File: src/rtl/pc_fetch_unit_pkg.sv
// Shared definitions for the fetch stage: FSM states, reset/start address
// and the constant branch-target table.
package pc_fetch_unit_pkg;

  typedef enum logic [1:0] {
    ST_IDLE = 2'd0,
    ST_RUN  = 2'd1,
    ST_HALT = 2'd2
  } fetch_state_e;

  localparam int START_ADDR_DEF = 0;

  localparam int LUT_IDX_W = 6;
  localparam int LUT_DEPTH = 2 ** LUT_IDX_W;
  // Entries are kept wider than any practical PC; consumers take the low PC_W bits.
  localparam int LUT_W     = 16;

  localparam logic [LUT_W-1:0] BRANCH_LUT [LUT_DEPTH] = '{
    1:       16'd12,
    2:       16'd14,
    3:       16'd20,
    7:       16'd37,
    default: LUT_W'(START_ADDR_DEF)
  };

endpackage

File: src/rtl/pc_fetch_unit_if.sv
// Fetch-stage handshake bundle: decoder/ALU inputs, start/halt handshake
// and PC/status outputs.
interface pc_fetch_unit_if #(
  parameter int PC_W  = 10,
  parameter int IDX_W = 6,
  parameter int CNT_W = 16
);
  logic             Start;
  logic             BranchEn;
  logic             Taken;
  logic             Ack;
  logic [IDX_W-1:0] TargetIdx;
  logic [PC_W-1:0]  ProgCtr;
  logic             Running;
  logic             Done;
  logic [CNT_W-1:0] CycleCt;

  modport slave (
    input  Start, BranchEn, Taken, Ack, TargetIdx,
    output ProgCtr, Running, Done, CycleCt
  );

  modport master (
    output Start, BranchEn, Taken, Ack, TargetIdx,
    input  ProgCtr, Running, Done, CycleCt
  );
endinterface

File: src/rtl/pc_fetch_unit_branch_lut.sv
// Combinational branch-target lookup: LUT index in, absolute target PC out.
module branch_lut
  import pc_fetch_unit_pkg::*;
#(
  parameter int PC_W  = 10,
  parameter int IDX_W = 6
) (
  input  logic [IDX_W-1:0] target_idx,
  output logic [PC_W-1:0]  target_pc
);

  logic [LUT_W-1:0] entry;

  always_comb begin
    entry     = BRANCH_LUT[target_idx];
    target_pc = entry[PC_W-1:0];
  end

endmodule

File: src/rtl/pc_fetch_unit.sv
// Program counter and fetch sequencing: IDLE/RUN/HALT control, PC update
// (sequential, branch, hold) and a saturating RUN-cycle counter.
module pc_fetch_unit
  import pc_fetch_unit_pkg::*;
#(
  parameter int              PC_W       = 10,
  parameter int              IDX_W      = 6,
  parameter logic [PC_W-1:0] START_ADDR = PC_W'(START_ADDR_DEF),
  parameter int              CNT_W      = 16
) (
  input  logic          Clk,
  input  logic          Reset,
  pc_fetch_unit_if.slave bus
);

  fetch_state_e     state_q, state_d;
  logic [PC_W-1:0]  pc_q, pc_d;
  logic [CNT_W-1:0] cnt_q, cnt_d;
  logic             running_q, running_d;
  logic             done_q, done_d;
  logic [PC_W-1:0]  target_pc;

  branch_lut #(
    .PC_W  (PC_W),
    .IDX_W (IDX_W)
  ) u_branch_lut (
    .target_idx (bus.TargetIdx),
    .target_pc  (target_pc)
  );

  always_comb begin
    state_d = state_q;
    pc_d    = pc_q;
    cnt_d   = cnt_q;
    unique case (state_q)
      ST_IDLE, ST_HALT: begin
        if (bus.Start) begin
          state_d = ST_RUN;
          pc_d    = START_ADDR;
          cnt_d   = '0;
        end
      end
      ST_RUN: begin
        // The halt cycle itself is counted; the counter sticks at all-ones.
        if (cnt_q != {CNT_W{1'b1}}) begin
          cnt_d = cnt_q + CNT_W'(1);
        end
        if (bus.Ack) begin
          state_d = ST_HALT;
        end else if (bus.BranchEn && bus.Taken) begin
          pc_d = target_pc;
        end else begin
          pc_d = pc_q + PC_W'(1);
        end
      end
      default: begin
        state_d = ST_IDLE;
        pc_d    = START_ADDR;
        cnt_d   = '0;
      end
    endcase
    running_d = (state_d == ST_RUN);
    done_d    = (state_d == ST_HALT);
  end

  always_ff @(posedge Clk or posedge Reset) begin
    if (Reset) begin
      state_q   <= ST_IDLE;
      pc_q      <= START_ADDR;
      cnt_q     <= '0;
      running_q <= 1'b0;
      done_q    <= 1'b0;
    end else begin
      state_q   <= state_d;
      pc_q      <= pc_d;
      cnt_q     <= cnt_d;
      running_q <= running_d;
      done_q    <= done_d;
    end
  end

  assign bus.ProgCtr = pc_q;
  assign bus.Running = running_q;
  assign bus.Done    = done_q;
  assign bus.CycleCt = cnt_q;

endmodule

File: src/flat_wrapper.sv
// flat-port wrapper written by rule: the top's interface ports become plain ports
module pc_fetch_unit_flat import pc_fetch_unit_pkg::*;
#(
  parameter int              PC_W       = 10,
  parameter int              IDX_W      = 6,
  parameter logic [PC_W-1:0] START_ADDR = PC_W'(START_ADDR_DEF),
  parameter int              CNT_W      = 16
)
  (Clk, Reset, bus_Start, bus_BranchEn, bus_Taken, bus_Ack, bus_TargetIdx, bus_ProgCtr, bus_Running, bus_Done, bus_CycleCt);
  pc_fetch_unit_if #(.PC_W(PC_W), .IDX_W(IDX_W), .CNT_W(CNT_W)) bus_i ();
  input  logic Clk;
  input  logic Reset;
  input wire logic [$bits(bus_i.Start)-1:0] bus_Start;
  input wire logic [$bits(bus_i.BranchEn)-1:0] bus_BranchEn;
  input wire logic [$bits(bus_i.Taken)-1:0] bus_Taken;
  input wire logic [$bits(bus_i.Ack)-1:0] bus_Ack;
  input wire logic [$bits(bus_i.TargetIdx)-1:0] bus_TargetIdx;
  output wire logic [$bits(bus_i.ProgCtr)-1:0] bus_ProgCtr;
  output wire logic [$bits(bus_i.Running)-1:0] bus_Running;
  output wire logic [$bits(bus_i.Done)-1:0] bus_Done;
  output wire logic [$bits(bus_i.CycleCt)-1:0] bus_CycleCt;
  assign bus_i.Start = bus_Start;
  assign bus_i.BranchEn = bus_BranchEn;
  assign bus_i.Taken = bus_Taken;
  assign bus_i.Ack = bus_Ack;
  assign bus_i.TargetIdx = bus_TargetIdx;
  assign bus_ProgCtr = bus_i.ProgCtr;
  assign bus_Running = bus_i.Running;
  assign bus_Done = bus_i.Done;
  assign bus_CycleCt = bus_i.CycleCt;
  pc_fetch_unit #(.PC_W(PC_W), .IDX_W(IDX_W), .START_ADDR(START_ADDR), .CNT_W(CNT_W)) u_core (.Clk(Clk), .Reset(Reset), .bus(bus_i));
endmodule
File: config.mk
export PLATFORM = sky130hd
export DESIGN_NAME = pc_fetch_unit_flat
export DESIGN_NICKNAME = d
export VERILOG_FILES = /design/src/rtl/pc_fetch_unit_pkg.sv /design/src/rtl/pc_fetch_unit_if.sv /design/src/rtl/pc_fetch_unit_branch_lut.sv /design/src/rtl/pc_fetch_unit.sv /design/src/flat_wrapper.sv
export SDC_FILE = /design/constraint.sdc
export NUM_CORES = 1
export LEC_CHECK = 0
export ABC_AREA = 1
export CELL_PAD_IN_SITES_DETAIL_PLACEMENT = 0
export CELL_PAD_IN_SITES_GLOBAL_PLACEMENT = 1
export CORE_MARGIN = 2
export CORE_UTILIZATION = 36
export CTS_CLUSTER_DIAMETER = 200
export DETAILED_ROUTE_END_ITERATION = 16
export PLACE_DENSITY = 0.81
export SYNTH_ARGS = -nofsm -noshare
export SYNTH_HDL_FRONTEND = slang
export SYNTH_SLANG_ARGS = --single-unit
File: constraint.sdc
create_clock -name Clk -period 1.74 [get_ports Clk]
set_input_delay 0.261 -clock Clk [delete_from_list [all_inputs] [get_ports Clk]]
set_output_delay 0.261 -clock Clk [all_outputs]
set_load 0.1 [all_outputs]
==> impl_metrics.xml <==
<?xml version="1.0" encoding="UTF-8"?>
<metrics>
  <group name="detailed_routing">
    <metric name="vias_per_cell" unit="">4.73</metric>
    <metric name="drt_pass1_iterations" unit="">4</metric>
    <metric name="route.final.wire_length" unit="mm">4.32</metric>
    <metric name="drt_iter0_drcs" unit="">66</metric>
    <metric name="remaining_drc_errors" unit="">0</metric>
    <metric name="routed_wire_length_per_instance" unit="um">11.9</metric>
    <metric name="antenna_left" unit="">0</metric>
    <metric name="via_count" unit="">1716</metric>
  </group>
  <group name="synthesis">
    <metric name="synth_top_cells_by_area" unit="">dfrtp_1 (42%), nand2_1 (19%), nand3_1 (5.6%)</metric>
    <metric name="synth_cell_types" unit="">27</metric>
    <metric name="netlist_area" unit="um2">1780</metric>
    <metric name="synth-main-ff-cell" unit="">dfrtp_1</metric>
    <metric name="syn_inst" unit="">244</metric>
    <metric name="synth_top_area_share" unit="%">42.2</metric>
    <metric name="synth-async-reset-ratio" unit="%">100</metric>
    <metric name="synthesis.area_per_instance" unit="um2">7.30</metric>
    <metric name="yosysSeqAreaShare" unit="%">42.2</metric>
    <metric name="ys_seq_elements" unit="">30</metric>
    <metric name="synth-edff-count" unit="">0</metric>
    <metric name="most_frequent_cell_after_synthesis" unit="">nand2_1</metric>
    <metric name="synth.largest_area_cell" unit="">dfrtp_1</metric>
    <metric name="ys.warnings.count" unit="">0</metric>
    <metric name="synthTopCellsByCount" unit="">nand2_1 (88), dfrtp_1 (30), nor2_1 (24)</metric>
    <metric name="syn_nets" unit="">261</metric>
  </group>
  <group name="placed_design">
    <metric name="post-dp-hpwl" unit="mm">3.23</metric>
    <metric name="portBuffers" unit="">39</metric>
    <metric name="routabilityCongestion" unit="">0.837</metric>
  </group>
  <group name="sta">
    <metric name="report.final.setup_viol" unit="">0</metric>
    <metric name="grt_setup_unrepaired" unit="">false</metric>
    <metric name="worstMarginPinSlew" unit="ns">0.385</metric>
    <metric name="whs" unit="ns">0.343</metric>
    <metric name="timing.max_slew.rel_slack" unit="%">74.3</metric>
    <metric name="period_needed" unit="ns">1.56</metric>
    <metric name="fin_setup_tns" unit="ns">0</metric>
    <metric name="post-route-period-util" unit="%">89.6</metric>
    <metric name="maxClockFrequency" unit="MHz">641</metric>
    <metric name="final-max-slew-violation-count" unit="">0</metric>
    <metric name="timing.final.hold_violations" unit="">0</metric>
    <metric name="fin_worst_skew" unit="ns">0.0105</metric>
  </group>
  <group name="worst_setup_path">
    <metric name="regToRegSetupSlack" unit="ns">0.18</metric>
    <metric name="crit-reg2reg-capture" unit="">u_core.bus.CycleCt[15]$_DFFE_PP0P_</metric>
    <metric name="crit_required" unit="ns">1.91</metric>
    <metric name="reg2regPathDepth" unit="">9</metric>
    <metric name="cp-start-kind" unit="">register</metric>
    <metric name="path_max_fanout" unit="">7</metric>
    <metric name="arrival" unit="ns">1.73</metric>
    <metric name="crit_path_end_kind" unit="">register</metric>
    <metric name="critPathKind" unit="">reg2reg</metric>
    <metric name="crit-reg2reg-launch" unit="">u_core.bus.CycleCt[1]$_DFFE_PP0P_</metric>
  </group>
  <group name="clock_network">
    <metric name="cts-resized-gates" unit="">0</metric>
    <metric name="cts_setup_buffers" unit="">0</metric>
    <metric name="cts.path.max_buffers" unit="">2</metric>
    <metric name="worst_skew_pair.late_latency" unit="ns">0.29</metric>
    <metric name="clock_pin_slew_on_the_worst_setup_and_hold_paths" unit="ns">0.07</metric>
    <metric name="cts_tree" unit="">yes</metric>
    <metric name="clock-sinks" unit="">30</metric>
    <metric name="clock_tree.htree_level_count" unit="">2</metric>
    <metric name="clk_root_buffer_cell" unit="">clkbuf_8</metric>
    <metric name="cts_inserted_buffers" unit="">5</metric>
    <metric name="ctsHoldBuffers" unit="">0</metric>
  </group>
  <group name="pwr">
    <metric name="total_leakage_power" unit="nW">1.21</metric>
    <metric name="worst_ir_drop_vdd" unit="mV">0.637</metric>
    <metric name="power.density_cell_area" unit="nW/um2">1010</metric>
  </group>
  <group name="die">
    <metric name="core.rowCount" unit="">25</metric>
    <metric name="floorplan.core_area" unit="um2">4750</metric>
    <metric name="floorplan.die.width" unit="um">74.3</metric>
    <metric name="effective_utilization_at_floorplan" unit="%">37.4</metric>
    <metric name="die_h" unit="um">74.3</metric>
    <metric name="io_pins" unit="">40</metric>
    <metric name="die-area" unit="um2">5520</metric>
  </group>
  <group name="finish">
    <metric name="num_antenna_cells" unit="">0</metric>
    <metric name="fin_nets" unit="">312</metric>
    <metric name="final_layout_size_suffix_gt1_share" unit="%">26.4</metric>
    <metric name="syn2layout_area_growth" unit="%">55.5</metric>
  </group>
  <group name="grt">
    <metric name="grt_pass1_vias" unit="">1714</metric>
    <metric name="grt_pass1_wl" unit="mm">7.60</metric>
    <metric name="global_route.overflow_total" unit="">0</metric>
    <metric name="grtUsageTotal" unit="%">18.2</metric>
    <metric name="grt_antenna_before_repair" unit="">0</metric>
    <metric name="grt_max_degree" unit="">31</metric>
  </group>
  <group name="worst_hold_path">
    <metric name="timing.hold.worst.class" unit="">in2async</metric>
  </group>
  <group name="job">
    <metric name="maxCapViolCount" unit="">0</metric>
  </group>
  <group name="run_status">
    <metric name="run_status" unit="">complete, no violations</metric>
  </group>
</metrics>
-- per-layer routing --
layer	vias up	track usage, %	share of wire (%)	routed length, um
met5	-	0	0	0
met4	0	6.35	1.3	55
met3	5	4.47	3.4	149
met2	29	31.5	50	2140
met1	801	22.2	46	1970
li1	881	-	-	-
-- registers in the layout, summed over array words and instances, names as in the netlist --
signal,flops
u_core.bus.CycleCt,16
u_core.bus.ProgCtr,10
u_core.state_q,2
u_core.bus.Done,1
u_core.bus.Running,1
-- worst max-delay path by stage --
stage / from / slack, ns / cells past startpoint / to
after floorplan: u_core.bus.ProgCtr[4]$_DFFE_PP0P_ / 0.001 / 5 / u_core.bus.ProgCtr[5]$_DFFE_PP0P_
after global placement: bus_BranchEn / 0.18 / 8 / u_core.bus.ProgCtr[7]$_DFFE_PP0P_
after detailed placement: bus_BranchEn / 0.12 / 8 / u_core.bus.ProgCtr[7]$_DFFE_PP0P_
after CTS: u_core.bus.CycleCt[1]$_DFFE_PP0P_ / 0.17 / 9 / u_core.bus.CycleCt[15]$_DFFE_PP0P_
after global routing: u_core.bus.CycleCt[1]$_DFFE_PP0P_ / 0.03 / 9 / u_core.bus.CycleCt[15]$_DFFE_PP0P_
final: u_core.bus.CycleCt[1]$_DFFE_PP0P_ / 0.18 / 9 / u_core.bus.CycleCt[15]$_DFFE_PP0P_
-- stage by stage --
stage	power [mW]	utilization, %	worst slack [ns]	instance area, um2	instances
5_1_grt	2.92	58.2	0.0303	2770	363
6_report	2.80	58.2	0.180	2770	363
2_1_floorplan	1.50	-	0.00122	1830	244
4_1_cts	2.82	58.2	0.169	2770	363
3_3_place_gp	1.92	55.2	0.177	2630	355
3_5_place_dp	1.92	55.2	0.118	2630	355
-- layout make-up --
cell class                      count  area (um2)
Clock inverter                      2        60.1
Multi-Input combinational cell    187         936
Sequential cell                    30         781
Tap cell                           67        83.8
Clock buffer                        6        82.6
Fill cell                         456        1990
Inverter                           26        97.6
Timing Repair Buffer               45         728
-- power by group --
group / internal, mW / switching [mW]
registers: 0.780 / 0.114
clock network: 0.611 / 0.285
logic: 0.362 / 0.644
total: 1.75 / 1.04
-- cells in the final DEF, fill, tap and decap left out, drive strengths merged --
cell type | Yosys | final
o211ai | 1 | 1
xnor2 | 3 | 3
nand4 | 3 | 3
buf | 1 | 34
clkdlybuf4s50 | 0 | 11
nand3 | 22 | 22
inv | 25 | 25
xor2 | 4 | 4
a21oi | 4 | 4
bufinv | 0 | 2
clkbuf | 0 | 6
o22ai | 1 | 1
o21bai | 2 | 2
o21ai | 20 | 20
dfrtp | 30 | 30
nand2 | 89 | 89
nor4 | 1 | 1
ha | 5 | 5
nor2 | 28 | 28
clkinv | 1 | 1
nor3 | 2 | 2
or2 | 2 | 2
-- critical path: stages, from the launching register on --
cell     delay [ns]
dfrtp_4        0.46
ha_4           0.14
nand2_2        0.07
nor2_4         0.19
nand3_4        0.13
nor2_1         0.11
nor2_1         0.06
buf_4          0.17
nand3_1        0.06
nand2_1        0.05
-- cells by family after synthesis --
group | after synthesis | synth area share [%]
and+or+nand+nor | 147 | 35.8
adders and majority gates | 5 | 3.51
xor gates and xnor gates | 7 | 3.44
AOI/OAI and AO/OA | 28 | 9.00
DFF | 30 | 42.2
buffers and inverters | 27 | 6.11
Note: power is estimated with default switching activity, not from simulation.
